<file path="config.mk">
export PLATFORM = sky130hd
export DESIGN_NAME = gshare_ckpt_predictor
export DESIGN_NICKNAME = d
export VERILOG_FILES = /design/src/rtl/gshare_ckpt_predictor.sv
export SDC_FILE = /design/constraint.sdc
export NUM_CORES = 1
export LEC_CHECK = 0
export ABC_AREA = 1
export CORE_MARGIN = 2
export CORE_UTILIZATION = 30
export CTS_CLUSTER_SIZE = 25
export DETAILED_ROUTE_END_ITERATION = 8
export HOLD_SLACK_MARGIN = 0.03
export PLACE_DENSITY = 0.41
export REMOVE_ABC_BUFFERS = 1
export SKIP_LAST_GASP = 1
export SYNTH_ARGS = -nofsm -noshare
export SYNTH_HDL_FRONTEND = slang
export SYNTH_SLANG_ARGS = --single-unit
</file>
<file path="constraint.sdc">
create_clock -name clk -period 12.1 [get_ports clk]
set_clock_uncertainty 0.2 [all_clocks]
set_input_delay 1.815 -clock clk [delete_from_list [all_inputs] [get_ports clk]]
set_output_delay 1.815 -clock clk [all_outputs]
set_load 0.1 [all_outputs]
</file>
<file path="src/rtl/gshare_ckpt_predictor.sv">
// Gshare conditional-branch predictor with speculative global history and an in-order
// checkpoint FIFO that restores history exactly on mispredict or flush.
module gshare_ckpt_predictor #(
  parameter int unsigned CNT_W      = 2,
  parameter int unsigned IDX_W      = 8,
  parameter int unsigned GHR_W      = 6,
  parameter int unsigned CKPT_DEPTH = 4,
  parameter int unsigned MISS_W     = 16
) (
  input  logic                            clk,
  input  logic                            rst_n,
  input  logic                            PL_stall,
  input  logic                            pred_valid,
  input  logic [31:0]                     pc,
  output logic                            pred_taken,
  output logic [CNT_W-1:0]                pred_count,
  output logic                            pred_ready,
  input  logic                            resolve_valid,
  input  logic                            resolve_taken,
  input  logic                            flush,
  output logic [$clog2(CKPT_DEPTH):0]     inflight,
  output logic [MISS_W-1:0]               miss_count
);

  localparam int unsigned TBL_N = 1 << IDX_W;
  localparam int unsigned PTR_W = $clog2(CKPT_DEPTH);
  localparam int unsigned OCC_W = PTR_W + 1;
  localparam logic [CNT_W-1:0] WEAK_NT = CNT_W'((1 << (CNT_W - 1)) - 1);
  localparam logic [CNT_W-1:0] CNT_MAX = {CNT_W{1'b1}};
  localparam logic [MISS_W-1:0] MISS_MAX = {MISS_W{1'b1}};

  typedef struct packed {
    logic [IDX_W-1:0] idx;
    logic             taken;
    logic [GHR_W-1:0] ghr;
  } ckpt_t;

  typedef enum logic {S_INIT, S_RUN} state_t;

  state_t            state_q, state_d;
  logic [IDX_W-1:0]  init_ptr_q, init_ptr_d;
  logic [OCC_W-1:0]  wr_ptr_q, wr_ptr_d;
  logic [OCC_W-1:0]  rd_ptr_q, rd_ptr_d;
  logic [GHR_W-1:0]  spec_ghr_q, spec_ghr_d;
  logic [GHR_W-1:0]  commit_ghr_q, commit_ghr_d;
  logic [MISS_W-1:0] miss_q, miss_d;
  logic              ready_q, ready_d;

  logic [CNT_W-1:0]  tbl_q [TBL_N];
  ckpt_t             fifo_q [CKPT_DEPTH];

  logic [OCC_W-1:0]  occ, occ_d;
  logic              run, fifo_empty, resolve, mispredict, accept, restore;
  ckpt_t             head, push_entry;
  logic [CNT_W-1:0]  head_cnt, train_cnt, tbl_wdata;
  logic [IDX_W-1:0]  rd_idx, tbl_waddr;
  logic              tbl_we;
  logic              unused_pc;

  assign unused_pc = ^{pc[31:IDX_W+2], pc[1:0]};

  // Resolution side: head of FIFO trains its own table entry.
  always_comb begin
    run        = (state_q == S_RUN);
    occ        = wr_ptr_q - rd_ptr_q;
    fifo_empty = (occ == '0);
    head       = fifo_q[rd_ptr_q[PTR_W-1:0]];
    resolve    = run && resolve_valid && !fifo_empty;
    head_cnt   = tbl_q[head.idx];
    train_cnt  = head_cnt;
    if (resolve_taken) begin
      if (head_cnt != CNT_MAX) train_cnt = head_cnt + CNT_W'(1);
    end else begin
      if (head_cnt != '0) train_cnt = head_cnt - CNT_W'(1);
    end
    mispredict = resolve && (resolve_taken != head.taken);
  end

  // Prediction side, with bypass of a same-cycle training write.
  always_comb begin
    rd_idx     = pc[IDX_W+1:2] ^ IDX_W'(spec_ghr_q);
    pred_count = (resolve && (head.idx == rd_idx)) ? train_cnt : tbl_q[rd_idx];
    pred_taken = pred_count[CNT_W-1];
    accept     = pred_valid && ready_q && !PL_stall && !flush && !mispredict;
    push_entry = '{idx: rd_idx, taken: pred_taken, ghr: spec_ghr_q};
  end

  // Next-state for history, pointers, statistics and init sequencing.
  always_comb begin
    state_d      = state_q;
    init_ptr_d   = init_ptr_q;
    commit_ghr_d = commit_ghr_q;
    spec_ghr_d   = spec_ghr_q;
    wr_ptr_d     = wr_ptr_q;
    rd_ptr_d     = rd_ptr_q;
    miss_d       = miss_q;
    restore      = run && (mispredict || flush);

    if (state_q == S_INIT) begin
      init_ptr_d = init_ptr_q + IDX_W'(1);
      if (init_ptr_q == {IDX_W{1'b1}}) state_d = S_RUN;
    end

    if (resolve) begin
      commit_ghr_d = {commit_ghr_q[GHR_W-2:0], resolve_taken};
      rd_ptr_d     = rd_ptr_q + OCC_W'(1);
    end

    if (mispredict) begin
      spec_ghr_d = {head.ghr[GHR_W-2:0], resolve_taken};
      if (miss_q != MISS_MAX) miss_d = miss_q + MISS_W'(1);
    end else if (restore) begin
      spec_ghr_d = commit_ghr_d;
    end else if (accept) begin
      spec_ghr_d = {spec_ghr_q[GHR_W-2:0], pred_taken};
    end

    if (restore) begin
      rd_ptr_d = wr_ptr_q;
    end else if (accept) begin
      wr_ptr_d = wr_ptr_q + OCC_W'(1);
    end

    occ_d   = wr_ptr_d - rd_ptr_d;
    ready_d = (state_d == S_RUN) && (occ_d != OCC_W'(CKPT_DEPTH));
  end

  always_comb begin
    tbl_we    = (state_q == S_INIT) || resolve;
    tbl_waddr = (state_q == S_INIT) ? init_ptr_q : head.idx;
    tbl_wdata = (state_q == S_INIT) ? WEAK_NT : train_cnt;
  end

  always_ff @(posedge clk or negedge rst_n) begin
    if (!rst_n) begin
      state_q      <= S_INIT;
      init_ptr_q   <= '0;
      wr_ptr_q     <= '0;
      rd_ptr_q     <= '0;
      spec_ghr_q   <= '0;
      commit_ghr_q <= '0;
      miss_q       <= '0;
      ready_q      <= 1'b0;
    end else begin
      state_q      <= state_d;
      init_ptr_q   <= init_ptr_d;
      wr_ptr_q     <= wr_ptr_d;
      rd_ptr_q     <= rd_ptr_d;
      spec_ghr_q   <= spec_ghr_d;
      commit_ghr_q <= commit_ghr_d;
      miss_q       <= miss_d;
      ready_q      <= ready_d;
    end
  end

  // Storage arrays carry no reset; the init walk and FIFO pointers make their contents valid.
  always_ff @(posedge clk) begin
    if (tbl_we) tbl_q[tbl_waddr] <= tbl_wdata;
  end

  always_ff @(posedge clk) begin
    if (accept) fifo_q[wr_ptr_q[PTR_W-1:0]] <= push_entry;
  end

  assign pred_ready = ready_q;
  assign inflight   = occ;
  assign miss_count = miss_q;

endmodule

</file>
==> results.py <==
metrics = {
    "synthesis": {
        "synthArstFlopShare_pct": 7.19,
        "synth_cells": 3600,
        "synth_area_sq_um": 32400,
        "synthTopCellsByArea": "edfxtp_1, nand3_1, nand2_1, o21ai_0, inv_1",
        "yosys_warnings": 0,
        "synth_edf_count": 568,
        "synth_top_cell_area_share_pct": 52.6,
        "yosysSeqAreaShare_pct": 56.0,
        "ys_ff_latch": 612,
        "avgSynthCellArea_sq_um": 9.01,
        "synth_top_flop_cell": "edfxtp_1",
        "ys_types": 50,
        "yosysTopAreaCell": "edfxtp_1",
    },
    "placement": {
        "port_buffers": 37,
        "post-place-cells": 4838,
        "dp_hpwl_um": 65400,
        "dp_slack_ps": 2880,
        "place_congestion": 0.795,
    },
    "global_routing": {
        "grt_pass1_vias": 25800,
        "grt_pass1_wl_um": 176000,
        "grt.overflow.total": 0,
        "grt_antenna_before_repair": 3,
        "grt_max_degree": 182,
        "grtUsageTotal_pct": 21.3,
    },
    "drt": {
        "vias_per_cell": 5.27,
        "route.detailed.drc": 0,
        "drtIter0Drc": 2262,
        "wl_per_cell_um": 24.1,
        "ant_nets": 0,
        "num_vias": 26200,
        "first_pass_iters": 6,
        "drt_wl_total_um": 120000,
    },
    "hold_path": {
        "hold_depth": 1,
        "hold_path.class": "flop to flop",
    },
    "clocking": {
        "cts-buffers-inserted": 78,
        "clk_pin_slew_worst_paths_ps": 50,
        "htreeDepth": 3,
        "clkLatencyLatePin_ps": 640,
        "cts_hold_buf": 0,
        "cts_tree": "yes",
        "cts_max_path_buffers": 3,
        "clock_sinks": 612,
        "cts_resized": 0,
        "root_buffer": "clkbuf_16",
        "post_cts_buffers": 0,
    },
    "setup_path": {
        "required_ps": 10090,
        "ff2ff_path_depth": 18,
        "cp-start-kind": "primary input",
        "slowest_stage": "clkdlybuf4s50_1",
        "cp_cell_sequence": "clkdlybuf4s50_1 -> inv_1 -> nand2_1 -> nand2_4 -> inv_8 -> buf_4 -> a21oi_1 -> o32ai_1 -> nand2_1 -> nand3_1 -> nand3_1 -> nand3_1 -> nand3_1 -> nand2_1 -> nor2_1 -> a21oi_1 -> clkdlybuf4s50_1",
        "worst-path-max-fanout": 69,
        "crit_type": "primary input to output pin",
        "worstPathArrival_ps": 7240,
        "crit_path_max_incr_delay_ps": 1240,
        "cp_common_cell": "nand3_1",
        "endpoint_kind": "output pin",
    },
    "final_layout": {
        "post_route_cells_drive_above_1_share_pct": 6.58,
        "synthToLayoutAreaGrowth_pct": 12.2,
        "fin_util_pct": 33.9,
        "nets": 3565,
        "layoutNonFillerInstCount": 4977,
        "final_cell_mix": "edfxtp_1, nand3_1, nand2_1, inv_1, nor2_1",
        "layout_commonest_cell": "edfxtp_1",
    },
    "sta": {
        "finalHoldViolations": 0,
        "slew_viol_final": 0,
        "worst_slew_pin_slew_ps": 1150,
        "fin_crit_ps": 9260,
        "fin_tns_setup_ps": 0,
        "period_share_pct": 76.5,
        "slew_headroom_pct": 23.3,
        "max_freq_mhz": 108,
        "setup_ws_ps": 2840,
        "rsz0062_at_grt": "false",
        "setup_viol": 0,
    },
    "pwr": {
        "combPwrFrac_pct": 3.9,
        "p_int_w": 0.00367,
        "power.share.switching_pct": 22.4,
        "netSwitchingPower_w": 0.00106,
        "p_per_area_nw_per_um2": 130,
        "ir_worst_vdd_uv": 98.2,
        "p_clk_share_pct": 47.9,
        "power_frac_seq_pct": 48.3,
        "leakage_nw": 13.5,
    },
    "flow_run": {
        "drv_cap": 0,
    },
    "floorplanning": {
        "rows": 120,
        "fp.dieW_um": 333,
        "die_y_um": 333,
        "die-area_sq_um": 111000,
        "initial_core_util_pct": 30.3,
        "ioPinCount": 62,
        "fp.coreArea_sq_um": 107000,
    },
    "run_status": {
        "status": "finished clean",
    },
}
## cell families after synthesis
| group | after synthesis | synth area share (%) |
|---|---|---|
| compound gates | 663 | 11.7 |
| xor+xnor | 41 | 1.13 |
| buf+inv | 657 | 8.45 |
| simple gates | 1615 | 22.2 |
| mux | 1 | 0.0347 |
| fa+ha+maj | 11 | 0.447 |
| flops | 612 | 56.0 |
## worst max-delay path: cells and delay by family
kind                   cells  cell delay (ps)
buffers and inverters      5             3000
and+or+nand+nor            9             1540
AOI/OAI and AO/OA          3              770
## per-layer routing
metal | up-vias | wire, um | global-route usage, % | share of wire, %
met5 | - | 0 | 0 | 0
met4 | 0 | 2910 | 6.11 | 2.4
met2 | 758 | 55900 | 35.1 | 47
li1 | 12300 | - | - | -
met3 | 149 | 6280 | 2.84 | 5.2
met1 | 13000 | 54700 | 29.2 | 46
## flip-flops by register name (all words and copies together), names as in the netlist
| name | cells |
|---|---|
| commit_ghr_q | 6 |
| fifo_q | 56 |
| init_ptr_q | 8 |
| miss_count | 16 |
| pred_ready | 1 |
| rd_ptr_q | 3 |
| run | 1 |
| spec_ghr_q | 6 |
| tbl_q | 512 |
| wr_ptr_q | 3 |
## path summary, 6_finish.rpt
check                           slack, ps                        from                         end
worst max-delay path                 2840                       pc[2]               pred_count[0]
worst min-delay path                  290  miss_count[15]$_DFFE_PN0P_  miss_count[15]$_DFFE_PN0P_
worst max register to register       5170       rd_ptr_q[1]$_DFF_PN0_     tbl_q[131][1]$_DFFE_PP_
worst min register to register        290  miss_count[15]$_DFFE_PN0P_  miss_count[15]$_DFFE_PN0P_
max in group asynchronous           10200                       rst_n       wr_ptr_q[2]$_DFF_PN0_
min in group asynchronous            1070                       rst_n   spec_ghr_q[0]$_DFFE_PN0P_
## power groups by stage
stage               clock network, W  registers [W]   logic, W
finish                       0.00226        0.00228   0.000183
global route                 0.00240        0.00228   0.000194
CTS                          0.00232        0.00228   0.000182
detailed placement                 0        0.00232   0.000181
global placement                   0        0.00232   0.000182
floorplan                          0        0.00232  0.0000977
## synthesized netlist by cell type (2+ instances only)
master      n
or2_1       3
nand2_1   547
clkinv_1    5
a21oi_1   166
ha_1       10
nand3_4     2
inv_2      13
dfrtp_1    44
o211ai_1   79
or2_2      16
xor2_1     27
clkbuf_1  115
o22ai_1     5
nand3_1   567
nand2_2     6
buf_4       9
buf_2     115
xnor2_1    13
nand2_4     3
nand4_1    13
inv_1     373
o21ai_0   293
o32ai_1    30
buf_1      13
buf_6      11
nor2_2      3
nor2_1    372
edfxtp_1  568
or2_0      16
nand3b_1   54
nor3_1      7
o221ai_1   43
o21ai_1    42
## final cells by class
class / count / area [sq um]
antenna: 1 / 2.50
inverter: 392 / 1490
sequential: 612 / 18200
clock inverter: 34 / 292
fill: 11100 / 70800
tap: 1403 / 1760
clock buffer: 104 / 2140
timing repair buffer: 100 / 901
multi-input combinational: 2331 / 11700
## per-stage QoR
step	instance area, sq um	power (W)	hold slack, ps
floorplan	31200	0.00242	258
detailed placement	34000	0.00251	286
CTS	36400	0.00478	301
global route	36400	0.00487	324
global placement	34000	0.00251	284
finish	36400	0.00473	294
No activity file was read; power rests on OpenSTA's default activity.
